`config.mk`:
```
export PLATFORM = sky130hd
export DESIGN_NAME = in_out_control
export DESIGN_NICKNAME = d
export VERILOG_FILES = /design/src/rtl/in_out_control.sv
export SDC_FILE = /design/constraint.sdc
export NUM_CORES = 1
export LEC_CHECK = 0
export CORE_MARGIN = 4
export CORE_UTILIZATION = 40
export CTS_CLUSTER_SIZE = 10
export DETAILED_ROUTE_END_ITERATION = 10
export GPL_ROUTABILITY_DRIVEN = 0
export PLACE_DENSITY = 0.81
export SLEW_MARGIN = 20
export SYNTH_ARGS = -nofsm -noshare
export SYNTH_HDL_FRONTEND = slang
export SYNTH_SLANG_ARGS = --single-unit
```
`constraint.sdc`:
```
create_clock -name clk -period 2.2 [get_ports clk]
set_input_delay 0.44 -clock clk [delete_from_list [all_inputs] [get_ports clk]]
set_output_delay 0.44 -clock clk [all_outputs]
set_load 0.02 [all_outputs]
```
`src/rtl/in_out_control.sv`:
```
// Key/switch front end for the SDRAM controller: builds one read/write command from
// switch entries, strobes ioDone once, holds the command until memDone, latches read data.
module in_out_control (
  input  logic        clk,
  input  logic        rst,
  input  logic        key0_debounce,
  input  logic        key1_debounce,
  input  logic        key0_pulse,
  input  logic        key1_pulse,
  input  logic [8:0]  sw,
  input  logic        memDone,
  input  logic [15:0] read_data,
  output logic [1:0]  modeOutput,
  output logic [24:0] memoryAddress,
  output logic [15:0] write_data,
  output logic        ioDone,
  output logic        reset_out,
  output logic [15:0] display_data
);

  typedef enum logic [2:0] {
    S_IDLE, S_ADDR0, S_ADDR1, S_ADDR2, S_DATA0, S_DATA1, S_ISSUE, S_WAIT
  } state_t;

  localparam logic [1:0] MODE_WRITE = 2'b10;
  localparam logic [1:0] MODE_READ  = 2'b01;

  state_t      state, state_n;
  logic [1:0]  mode_r, mode_n;
  logic [24:0] addr_n;
  logic [15:0] data_n;
  logic [15:0] disp_n;
  logic        dual_key;
  logic        take;
  logic        clear_cmd;

  assign dual_key = key0_debounce & key1_debounce;
  // Abort has priority over confirm when both pulses land together.
  assign take     = key0_pulse & ~key1_pulse;

  always_comb begin
    state_n   = state;
    mode_n    = mode_r;
    addr_n    = memoryAddress;
    data_n    = write_data;
    disp_n    = display_data;
    clear_cmd = 1'b0;

    case (state)
      S_IDLE: begin
        if (take && (sw[1:0] == MODE_WRITE || sw[1:0] == MODE_READ)) begin
          mode_n  = sw[1:0];
          state_n = S_ADDR0;
        end
      end
      S_ADDR0: begin
        if (key1_pulse) clear_cmd = 1'b1;
        else if (take) begin
          addr_n[8:0] = sw;
          state_n     = S_ADDR1;
        end
      end
      S_ADDR1: begin
        if (key1_pulse) clear_cmd = 1'b1;
        else if (take) begin
          addr_n[17:9] = sw;
          state_n      = S_ADDR2;
        end
      end
      S_ADDR2: begin
        if (key1_pulse) clear_cmd = 1'b1;
        else if (take) begin
          addr_n[24:18] = sw[6:0];
          state_n       = (mode_r == MODE_WRITE) ? S_DATA0 : S_ISSUE;
        end
      end
      S_DATA0: begin
        if (key1_pulse) clear_cmd = 1'b1;
        else if (take) begin
          data_n[8:0] = sw;
          state_n     = S_DATA1;
        end
      end
      S_DATA1: begin
        if (key1_pulse) clear_cmd = 1'b1;
        else if (take) begin
          data_n[15:9] = sw[6:0];
          state_n      = S_ISSUE;
        end
      end
      S_ISSUE: state_n = S_WAIT;
      S_WAIT: begin
        if (memDone) begin
          if (mode_r == MODE_READ) disp_n = read_data;
          mode_n  = 2'b00;
          state_n = S_IDLE;
        end
      end
      default: state_n = S_IDLE;
    endcase

    // Holding both keys abandons everything, including a command already in WAIT.
    if (clear_cmd || dual_key) begin
      state_n = S_IDLE;
      mode_n  = 2'b00;
      addr_n  = '0;
      data_n  = '0;
      disp_n  = display_data;
    end
  end

  always_ff @(posedge clk) begin
    if (rst) begin
      state         <= S_IDLE;
      mode_r        <= 2'b00;
      modeOutput    <= 2'b00;
      memoryAddress <= '0;
      write_data    <= '0;
      display_data  <= '0;
      ioDone        <= 1'b0;
      reset_out     <= 1'b1;
    end else begin
      state         <= state_n;
      mode_r        <= mode_n;
      modeOutput    <= (state_n == S_IDLE) ? 2'b00 : mode_n;
      memoryAddress <= addr_n;
      write_data    <= data_n;
      display_data  <= disp_n;
      ioDone        <= (state_n == S_ISSUE);
      reset_out     <= dual_key;
    end
  end

endmodule

```
=== After elaboration in Yosys (flattened, before gate mapping) ===
Index checks and enable logic that the tools add are counted.

* Bits in registers: 66
* Bits of input ports: 32

* Bitwise operators: 4
* Eq/ne operators: 12
* Multiplexer cells: 21
* Reductions and logical operators: 14

{| class="wikitable"
|+ Operators with widths
! operator !! count
|-
| 2-to-1 mux 3 bit || 13
|-
| case mux 3 bit (8 select lines) || 1
|-
| == test 3 bit (second input constant) || 5
|-
| AND reduction 3 bit || 5
|-
| 2-to-1 mux 2 bit || 4
|-
| == test 3 x 2 -> 1 bit (second input constant) || 2
|-
| logical NOT 3 bit || 2
|-
| OR reduction 5 bit || 1
|-
| == test 2 x 1 -> 1 bit (second input constant) || 2
|-
| == test 2 bit (second input constant) || 2
|-
| case mux 2 bit (2 select lines) || 1
|-
| AND reduction 4 bit || 1
|-
| OR reduction 2 bit || 2
|-
| == test 3 x 1 -> 1 bit (second input constant) || 1
|-
| bitwise AND 1 bit || 2
|-
| logical OR 1 bit || 2
|-
| 2-to-1 mux 1 bit || 2
|-
| NOT 1 bit || 2
|-
| logical AND 1 bit || 1
|}

=== Logic depth before layout (Yosys ltp) ===
Gate-level depths: netlist of the first run.

* Word-level depth: 8
* Depth in mapped cells: 7

=== Worst setup path after synthesis of the first run ===
OpenSTA, ideal clock, no wires.

* Path kind: input-to-reg
* From: in memDone
* To: reg display_data[10]
* Library setup time: 128 ps
* Required time: 2072 ps
* Arrival: 1514 ps
* Cell stages on the path: 6
* Path slack: 559 ps
* Path through: nand4_4 or4b_4 buf_6 buf_12 mux2i_1 nor2_1

* Longest elaborated chain between the ends: 1

{| class="wikitable"
|+ Ends and longest elaborated chain
! element !! RTL line !! source
|-
| start, declared || 11 || <nowiki>input logic memDone,</nowiki>
|-
| AND reduction 4 bit (no source line) || - ||
|-
| end signal, assigned || 128 || <nowiki>display_data <= disp_n;</nowiki>
|-
| end, declared || 18 || <nowiki>output logic [15:0] display_data</nowiki>
|}

No other way between the ends.
A chain may end at the register's enable or synchronous reset.

=== Final worst setup path of the first run ===
* From: in key0_pulse
* To: reg memoryAddress[3]

* Longest elaborated chain between the ends: 2

{| class="wikitable"
|+ Ends and longest elaborated chain
! element !! RTL line !! source
|-
| start, declared || 8 || <nowiki>input logic key0_pulse,</nowiki>
|-
| bitwise AND 1 bit || 39 || <nowiki>assign take = key0_pulse & ~key1_pulse;</nowiki>
|-
| AND reduction 3 bit (no source line) || - ||
|-
| end signal, assigned || 126 || <nowiki>memoryAddress <= addr_n;</nowiki>
|-
| end, declared || 14 || <nowiki>output logic [24:0] memoryAddress,</nowiki>
|}

No other way between the ends.

==> metrics, run 1 <==
Clock Path Buffers=2; Ant. Diodes=0; cell area after synthesis=2575 um^2; H-tree Lvls=3; CP Launch Type=input port; Initial DRT Pass Iterations=4; routed vias/inst=4.907; pwr dens=594.6 nW/um^2; DRC viols=0; vias in the first global route=2237; Largest stage delay, worst path=0.62 ns; ys async rst share=0; main combinational cell family by area after synthesis=simple AND/OR/NAND/NOR gates; routed vias=2159; min-delay worst type=reg -> reg; ranking of synthesized cells by area=dfxtp_1 51%, mux2i_1 19%, nor2_1 7.4%; IO Count=93; grt ovf=0; Crit path required time=2.41 ns; P_leak=1.589 nW; Yosys top cell area share=0.5131; largest net degree at the start of global routing=45; # hold bufs at CTS=0; ys flop type=dfxtp_1; CTS tree=built; Hold Vio Cnt, Final=0; Clock Sinks=66; post-synth top area cell=dfxtp_1; CP max stage cell=clkdlybuf4s50_1; Top delay family on crit path=buffers and inverters; Final ANT Viol Nets=0; number of flops mapped to enable cells by yosys=0; total global-route track usage=0.1749; Crit path top cell by count=nand2_1; Clock Pin Slew Worst Setup and Hold Paths=0.07 ns; Slew Limit Fails=0; worst slew pin tran=0.6099 ns; fill cell count=531; Die Ht=88.24 um; max_slew headroom=0.5903; XOR/XNOR Fraction of Synth Area=0.006803; PostCTS Resize Cnt=0; Initial Utilization=0.4224; clock skew=0.007013 ns; first-pass GRT wire length=10610 um; fmax=0.5474 GHz; max-cap viol count=0; # setup viols final=0; post-route setup TNS=0 ns; antenna violations before repair=0; Port Buf Inserts=92; run status=complete, no violations; multiplexer share of the synthesized area=0.1866; WS Path Type=in -> reg; Area Overhead vs Synth=46.26%; Cells after Synth=264; Post-CTS Setup Inserts=0; Synth Area in Adders=0; complex-gate fraction of the synthesized area=0.04859; CTS Root Cell=clkbuf_8; WL/cell=14.86 um; final wirelength=6539 um; Placed Area=3595 um^2; period utilization=0.8304; Seq/Total Area, Yosys=0.5131; post-synthesis average cell area=9.754 um^2; CP max FO=10; syn_nets=296; Yosys cell types=34; VDD IR-drop max=0.5257 mV; CP cell instances=clkdlybuf4s50_1 > nor3b_1 > buf_4 > nand2_1 > nand2_1 > a21oi_1; Iter 0 DRT Violations=141; post-layout minimum cycle time=1.827 ns; Clock Latency Late Sink=0.33 ns; Crit. End Element=register; Placement Rows=28; Design Area, Final=3766 um^2; TritonCTS buffer count=9; Post-Synth Simple-Gate Area=0.1948; synthesis-stage register bit count=66; share of post-route cells with drive strength above 1=0.08767; Power Total=2.239 mW; Die W=88.24 um; unrepaired setup endpoints after global routing=false; DP HPWL=4612 um; Layout Nets=392; CP bufs+invs=2; Core ar.=6096 um^2; Worst EP arrival=2.04 ns; Die ar.=7785 um^2; Syn. warnings=0
-- metrics by stage --
| stage | cells | hold slack (ns) | utilization | setup WS (ns) |
|---|---|---|---|---|
| 2_1_floorplan | 264 | 0.5225 | - | 0.5589 |
| 3_3_place_gp | 424 | 0.4412 | 0.5897 | 0.09151 |
| 3_5_place_dp | 424 | 0.4508 | 0.5897 | 0.05588 |
| 4_1_cts | 440 | 0.4624 | 0.6178 | 0.3947 |
| 5_1_grt | 440 | 0.4843 | 0.6178 | 0.2974 |
| 6_report | 440 | 0.4562 | 0.6178 | 0.3731 |
-- Yosys cell counts (3+ instances only) --
master and instances:
mux2i_1 48, nand3_1 13, nand2_1 15, inv_1 6, and3_1 4, clkbuf_1 7, buf_2 6, dfxtp_1 66
nor3_1 3, nor2_1 51, a21oi_1 11, nor2b_1 6
-- final timing paths --
path                                        from                to  slack (ns)  depth (start not counted)
worst max-delay path                  key0_pulse  memoryAddress[3]        0.37                          6
worst min-delay path            memoryAddress[8]  memoryAddress[8]        0.46                          2
worst max register to register          state[2]   display_data[1]        0.41                          4
worst min register to register  memoryAddress[8]  memoryAddress[8]        0.46                          2
-- power breakdown --
group          leakage, nW  switching [mW]  total, mW  internal (mW)
Clock               0.0851           0.451      0.884          0.434
Combinational        0.972          0.0713      0.152         0.0811
Sequential           0.532         0.00418       1.20           1.20
-- worst min-delay path, delay by kind of cell, from the launching register on --
family           cells  cell delay [ns]
flip-flops           1             0.31
AND/OR/NAND/NOR      1             0.05
AO/OA/AOI/OAI        1             0.05
-- cells in the final DEF (no fill, tap or decap), types with 2 or more instances in the layout --
cell             count
buf_12               2
and3_1               4
a211o_1              2
nor3_1               3
mux2i_1             48
clkdlybuf4s50_1     92
a21oi_1             11
inv_1                6
nor2_1              51
nand3b_1             2
nand2_1             15
clkinv_2             3
clkbuf_8            10
nor2b_1              6
dfxtp_1             66
xnor2_1              2
nand3_1             13
clkinvlp_4           2
nor3b_1              2
buf_4                9
-- area by class of cell --
type / count / area (um^2) / share of cell area
timing repair buffer: 103 / 1028 / 0.2731
clock inverter: 5 / 30.03 / 0.007973
tap: 75 / 93.84 / 0.02492
inverter: 6 / 22.52 / 0.005980
clock buffer: 11 / 141.4 / 0.03754
multi-input combinational: 174 / 1129 / 0.2997
sequential: 66 / 1321 / 0.3508
-- kinds of logic after synthesis --
| logic type | Yosys count |
|---|---|
| AOI/OAI and AO/OA | 20 |
| xor gates and xnor gates | 2 |
| and+or+nand+nor | 104 |
| muxes | 48 |
| DFF | 66 |
| buffers and inverters | 24 |
-- per-layer routing --
metal	global-route usage	vias up	routed length, um
li1	-	1082	-
met1	0.1995	996	2727
met2	0.2896	76	3031
met3	0.09404	5	721
met4	0.04121	0	58
met5	0	-	0
-- sequential cells by signal (all words and copies together), names as in the netlist --
register / cells
reset_out: 1
modeOutput: 2
memoryAddress: 25
display_data: 16
ioDone: 1
mode_r: 2
state: 3
write_data: 16
No activity file was read; power rests on OpenSTA's default activity.
==> inputs of run 2 (changes only) <==
clock period = 1.9 ns   (was 2.2 ns; I/O delays follow)
==> run 2 against run 1 <==
  * Hold slack worse by 0.0033 ns
  * Via count up 3.8%
  * Core utilization up 2.3 points
  * Routed wire length rose by 0.76%
  * Largest cell class unchanged
==> metrics, run 2 (same netlist as run 1, synthesis figures left out) <==
Layout Nets=404 (+3.1%); CTS Root Cell=clkbuf_8; R2R Path Start=state[0]; final wirelength=6589 um (+0.76%); worst slew pin tran=0.4561 ns (-0.1538 ns); Clock Sinks=66 (unchanged); routed vias/inst=4.960 (+1.1%); Iter 0 DRT Violations=121 (-14%); CP Launch Type=input port; H-tree Lvls=3 (unchanged); post-layout minimum cycle time=1.720 ns; Core ar.=6096 um^2 (unchanged); WL/cell=14.58 um (-1.9%); Crit path required time=2.13 ns (-0.28 ns); biggest regs=memoryAddress: 25 flops, display_data: 16 flops, write_data: 16 flops; Final ANT Viol Nets=0 (unchanged); Critical Path Source=memDone; hold_sp=memoryAddress[8]; Reg power frac=0.472 (-0.065); P_leak=1.677 nW (+5.5%); share of post-route cells with drive strength above 1=0.1194 (+0.03169); Die Ht=88.24 um (unchanged); run status=complete, no violations; # hold bufs at CTS=0 (unchanged); pwr dens=753.1 nW/um^2 (+27%); Die W=88.24 um (unchanged); clock skew=0.003805 ns (-0.003208 ns); Clock Latency Late Sink=0.34 ns (about the same); commonest non-fill, non-tap cell in the layout=clkdlybuf4s50_1; Placed Area=3672 um^2 (+2.2%); register area=1321 um^2 (unchanged); logic gate share of total power=0.063 (-0.005); vias in the first global route=2311 (+3.3%); Area Overhead vs Synth=51.80%; CP max FO=16 (+6); unrepaired setup endpoints after global routing=false; Design Area, Final=3909 um^2 (+3.8%); total global-route track usage=0.1822 (+0.007264); fmax=0.5813 GHz; Initial DRT Pass Iterations=7 (+3); area of the multi-input gates=1129 um^2 (unchanged); TritonCTS buffer count=9 (unchanged); DRC viols=0 (unchanged); VDD IR-drop max=0.7038 mV (+34%); Power Total=2.944 mW (+31%); Slew Limit Fails=0 (unchanged); sw power=0.6388 mW (+21%); max FFs per register=25 (unchanged); routed vias=2242 (+3.8%); CTS tree=built; first-pass GRT wire length=10980 um (+3.6%); sw frac=0.2170 (-0.01794); # setup viols final=0 (unchanged); WS Path Type=in -> reg; max-cap viol count=0 (unchanged); Initial Utilization=0.4224 (unchanged); Hold Vio Cnt, Final=0 (unchanged); Crit. End Element=register; DP HPWL=4750 um (+3.0%); PostCTS Resize Cnt=0 (unchanged); grt ovf=0 (unchanged); fill cell count=524 (-1.3%); Placement Rows=28 (unchanged); IO Count=93 (unchanged); largest net degree at the start of global routing=44 (-2.2%); fin util=0.6412 (+0.02340); Int Pwr=2.305 mW (+35%); Clock Path Buffers=2 (unchanged); Post-CTS Setup Inserts=0 (unchanged); min-delay worst type=reg -> reg; Clock Pin Slew Worst Setup and Hold Paths=0.07 ns (about the same); Ant. Diodes=0 (unchanged); Port Buf Inserts=92 (unchanged); period utilization=0.9054; max_slew headroom=0.6921 (+0.1018); Die ar.=7785 um^2 (unchanged); Worst EP arrival=1.95 ns (-0.09 ns); Clock power frac=0.464 (+0.069); largest register by flop count=memoryAddress; antenna violations before repair=0 (unchanged); highest-count cells in the layout ignoring fill and taps=92 x clkdlybuf4s50_1, 66 x dfxtp_1, 51 x nor2_1
## run 2: critical path, cell delays in order
cell	delay, ns
clkdlybuf4s50_1	0.51
nand4_4	0.11
or4b_4	0.66
mux2i_1	0.23
nor2_1	0.06
## run 2: power groups by stage
stage	clock network, mW	logic (mW)	registers, mW
global placement	0	0.186	1.42
CTS	1.40	0.188	1.39
floorplan	0	0.0684	1.42
finish	1.37	0.187	1.39
detailed placement	0	0.187	1.42
global route	1.47	0.203	1.39
## run 2: worst paths after layout
check | cells past startpoint | slack (ns) | end
max | 5 | 0.18 | display_data[7]
min | 2 | 0.45 | memoryAddress[8]
max reg2reg | 5 | 0.27 | modeOutput[1]
min reg2reg | 2 | 0.45 | memoryAddress[8]
## run 2: stage by stage
step / hold WS, ns / TNS [ns] / worst slack (ns) / std cells
after floorplan: 0.5225 / 0 / 0.2706 / 264
after CTS: 0.4554 / 0 / 0.1829 / 452
after detailed placement: 0.4453 / -4.287 / -0.1810 / 436
final: 0.4529 / 0 / 0.1797 / 452
after global routing: 0.4901 / 0 / 0.06390 / 452
after global placement: 0.4408 / -3.356 / -0.1238 / 436
## run 2: layout make-up
type,count,share of cell area
multi-input combinational,174,0.2887
tap,75,0.02401
sequential,66,0.3380
clock inverter,5,0.02177
inverter,6,0.005762
timing repair buffer,115,0.2830
clock buffer,11,0.03873
## run 2: routing by layer
layer,part of all wire,GRT usage
met1,0.41,0.2148
met2,0.47,0.2903
met3,0.11,0.08659
met4,0.012,0.06593
met5,0,0
==> inputs of run 3 (changes only) <==
ABC_AREA = 1   (was unset)
CELL_PAD_IN_SITES_DETAIL_PLACEMENT = 0   (was unset)
CELL_PAD_IN_SITES_GLOBAL_PLACEMENT = 1   (was unset)
DONT_BUFFER_PORTS = 1   (was unset)
PLACE_DENSITY = 0.8   (was 0.81)
==> run 3 against run 2 <==
  * Largest cell class unchanged
  * Non-clock buffer count shrank 109
  * Sequential power is essentially flat
  * Combinational power down 51%
  * Worst setup slack better by 0.13 ns
==> metrics, run 3 <==
run status=complete, no violations; Seq/Total Area, Yosys=0.5144 (+0.001250); Post-CTS Setup Inserts=0 (unchanged); Initial Utilization=0.4238 (+0.001409); max FFs per register=25 (unchanged); highest-count cells in the layout ignoring fill and taps=109 x nand2_1, 66 x dfxtp_1, 56 x a21oi_1; Syn. warnings=0 (unchanged); post-synthesis average cell area=7.645 um^2 (-22%); DRC viols=0 (unchanged); clock skew=0.008570 ns (+0.004765 ns); Core ar.=6061 um^2 (-0.57%); max-cap viol count=0 (unchanged); IO Count=93 (unchanged); CP Launch Type=register; Die W=88.14 um (-0.11%); Clock Latency Late Sink=0.34 ns (about the same); fill cell count=614 (+17%); sw frac=0.2213 (+0.004245); period utilization=0.8391 (-0.06625); ys flop type=dfxtp_1; Hold Vio Cnt, Final=0 (unchanged); P_leak=1.002 nW (-40%); main combinational cell family by area after synthesis=simple AND/OR/NAND/NOR gates; register area=1321 um^2 (unchanged); CTS tree=built; Port Buf Inserts=0 (-100%); post-layout minimum cycle time=1.594 ns (-0.1259 ns); final worst slack=0.3056 ns (+0.1259 ns); synthesis-stage register bit count=66 (unchanged); fmax=0.6272 GHz (+7.9%); ranking of synthesized cells by area=dfxtp_1 51%, nand2_1 16%, a21oi_1 11%; routed vias/inst=5.170 (+4.2%); number of flops mapped to enable cells by yosys=0 (unchanged); Ant. Diodes=0 (unchanged); largest net degree at the start of global routing=33 (-25%); total global-route track usage=0.1736 (-0.008606); TritonCTS buffer count=9 (unchanged); vias in the first global route=2027 (-12%); post-route setup TNS=0 ns (unchanged); H-tree Lvls=3 (unchanged); WL/cell=15.48 um (+6.2%); post-synth top area cell=dfxtp_1; Die Ht=88.14 um (-0.11%); final wirelength=6455 um (-2.0%); syn_nets=368 (+24%); Final ANT Viol Nets=0 (unchanged); Area Overhead vs Synth=10.28%; # hold bufs at CTS=0 (unchanged); largest register by flop count=memoryAddress; Worst EP arrival=1.87 ns (-0.08 ns); Finished Layout Cells=417 (-7.7%); pwr dens=991.8 nW/um^2 (+32%); cell area after synthesis=2569 um^2 (-0.24%); Clock Pin Slew Worst Setup and Hold Paths=0.07 ns (about the same); CP max FO=12 (-4); worst slew pin tran=0.5312 ns (+0.07508 ns); grt ovf=0 (unchanged); PostCTS Resize Cnt=0 (unchanged); complex-gate fraction of the synthesized area=0.1374 (+0.08877); Crit path required time=2.18 ns (+0.05 ns); Hold Slack=0.1043 ns (-0.3486 ns); top cells by count, synth=109 x nand2_1, 66 x dfxtp_1, 56 x a21oi_1; antenna violations before repair=0 (unchanged); Placed Area=2606 um^2 (-29%); Post-Synth Simple-Gate Area=0.2767 (+0.08182); XOR/XNOR Fraction of Synth Area=0 (-0.006803); Int Pwr=2.188 mW (-5.1%); ys async rst share=0 (unchanged); biggest regs=memoryAddress: 25 flops, display_data: 16 flops, write_data: 16 flops; Clock Sinks=66 (unchanged); commonest non-fill, non-tap cell in the layout=nand2_1; Cells after Synth=336 (+27%); DP HPWL=4686 um (-1.4%); Synth Area in Adders=0 (unchanged); max_slew headroom=0.6454 (-0.04671); # setup viols final=0 (unchanged); Crit. End Element=register; area of the multi-input gates=1064 um^2 (-5.8%); VDD IR-drop max=0.5360 mV (-24%); Slew Limit Fails=0 (unchanged); pre-CTS setup slack=0.2977 ns (+0.4788 ns); routed vias=2156 (-3.8%); Yosys top cell area share=0.5144 (+0.001250); Initial DRT Pass Iterations=4 (-3); fin util=0.4674 (-0.1738); multiplexer share of the synthesized area=0 (-0.1866); Power Total=2.810 mW (-4.6%); sw power=0.6216 mW (-2.7%); CTS Root Cell=clkbuf_8; Die ar.=7768 um^2 (-0.23%); Design Area, Final=2833 um^2 (-28%); R2R Path Start=state[2]; unrepaired setup endpoints after global routing=false; Layout Nets=369 (-8.7%); Reg power frac=0.498 (+0.026); reg-to-reg setup timing slack=0.31 ns (+0.04 ns); Critical Path Source=state[2]; hold_sp=rst; most common cell in the netlist=nand2_1; Placement Rows=28 (unchanged); Yosys cell types=20 (-41%); Cells after DPL=401 (-8.0%); Clock power frac=0.470 (+0.006); first-pass GRT wire length=10340 um (-5.9%); WS Path Type=reg -> reg; logic gate share of total power=0.033 (-0.030); Iter 0 DRT Violations=98 (-19%); share of post-route cells with drive strength above 1=0.1228 (+0.003444); Clock Path Buffers=2 (unchanged); min-delay worst type=in -> reg
[run 3: cell count changes after synthesis, sizes merged, moves of 7 or more]
| cell | previous run | this run |
|---|---|---|
| a21oi | 11 | 56 |
| nand3 | 13 | 6 |
| nand2 | 15 | 111 |
| nand4 | 1 | 18 |
| nor2 | 51 | 26 |
| mux2i | 48 | 0 |
| o21ai | 2 | 13 |
| inv | 6 | 22 |
[run 3: routing by layer]
metal / vias to the layer above / global-route usage / share of wire
met5: - / 0 / 0
met4: 0 / 0.05769 / 0.012
met1: 974 / 0.2266 / 0.44
li1: 1103 / - / -
met2: 72 / 0.2527 / 0.45
met3: 7 / 0.08278 / 0.094
[run 3: cell families (layout without fill, tap and decap cells)]
family,Yosys count,count (layout)
simple gates,162,162
flops,66,66
compound gates,70,70
buf+inv,38,44
[run 3: final timing paths]
path / endpoint / depth (start not counted)
worst max-delay path: display_data[7] / 9
worst max register to register: display_data[7] / 9
worst min register to register: display_data[1] / 2
worst min-delay path: display_data[6] / 1
[run 3: critical path: stages, from the launching register on]
cell	delay, ns
dfxtp_1	0.47
nand2_1	0.14
inv_2	0.07
nor2_1	0.04
nand2_1	0.06
nand2_2	0.07
inv_2	0.18
buf_4	0.22
nand4_1	0.12
a21oi_1	0.16
[run 3: power by group through the flow]
stage / sequential (mW) / clock (mW) / combinational, mW
CTS: 1.40 / 1.35 / 0.0924
global placement: 1.43 / 0 / 0.0919
finish: 1.40 / 1.32 / 0.0914
global route: 1.40 / 1.41 / 0.107
floorplan: 1.43 / 0 / 0.0926
detailed placement: 1.43 / 0 / 0.0921
[run 3: layout make-up]
type	count	area share
inverter	22	0.02915
timing repair buffer	6	0.01590
multi-input combinational	232	0.3754
sequential	66	0.4664
tap	75	0.03313
clock buffer	10	0.04859
clock inverter	6	0.03136
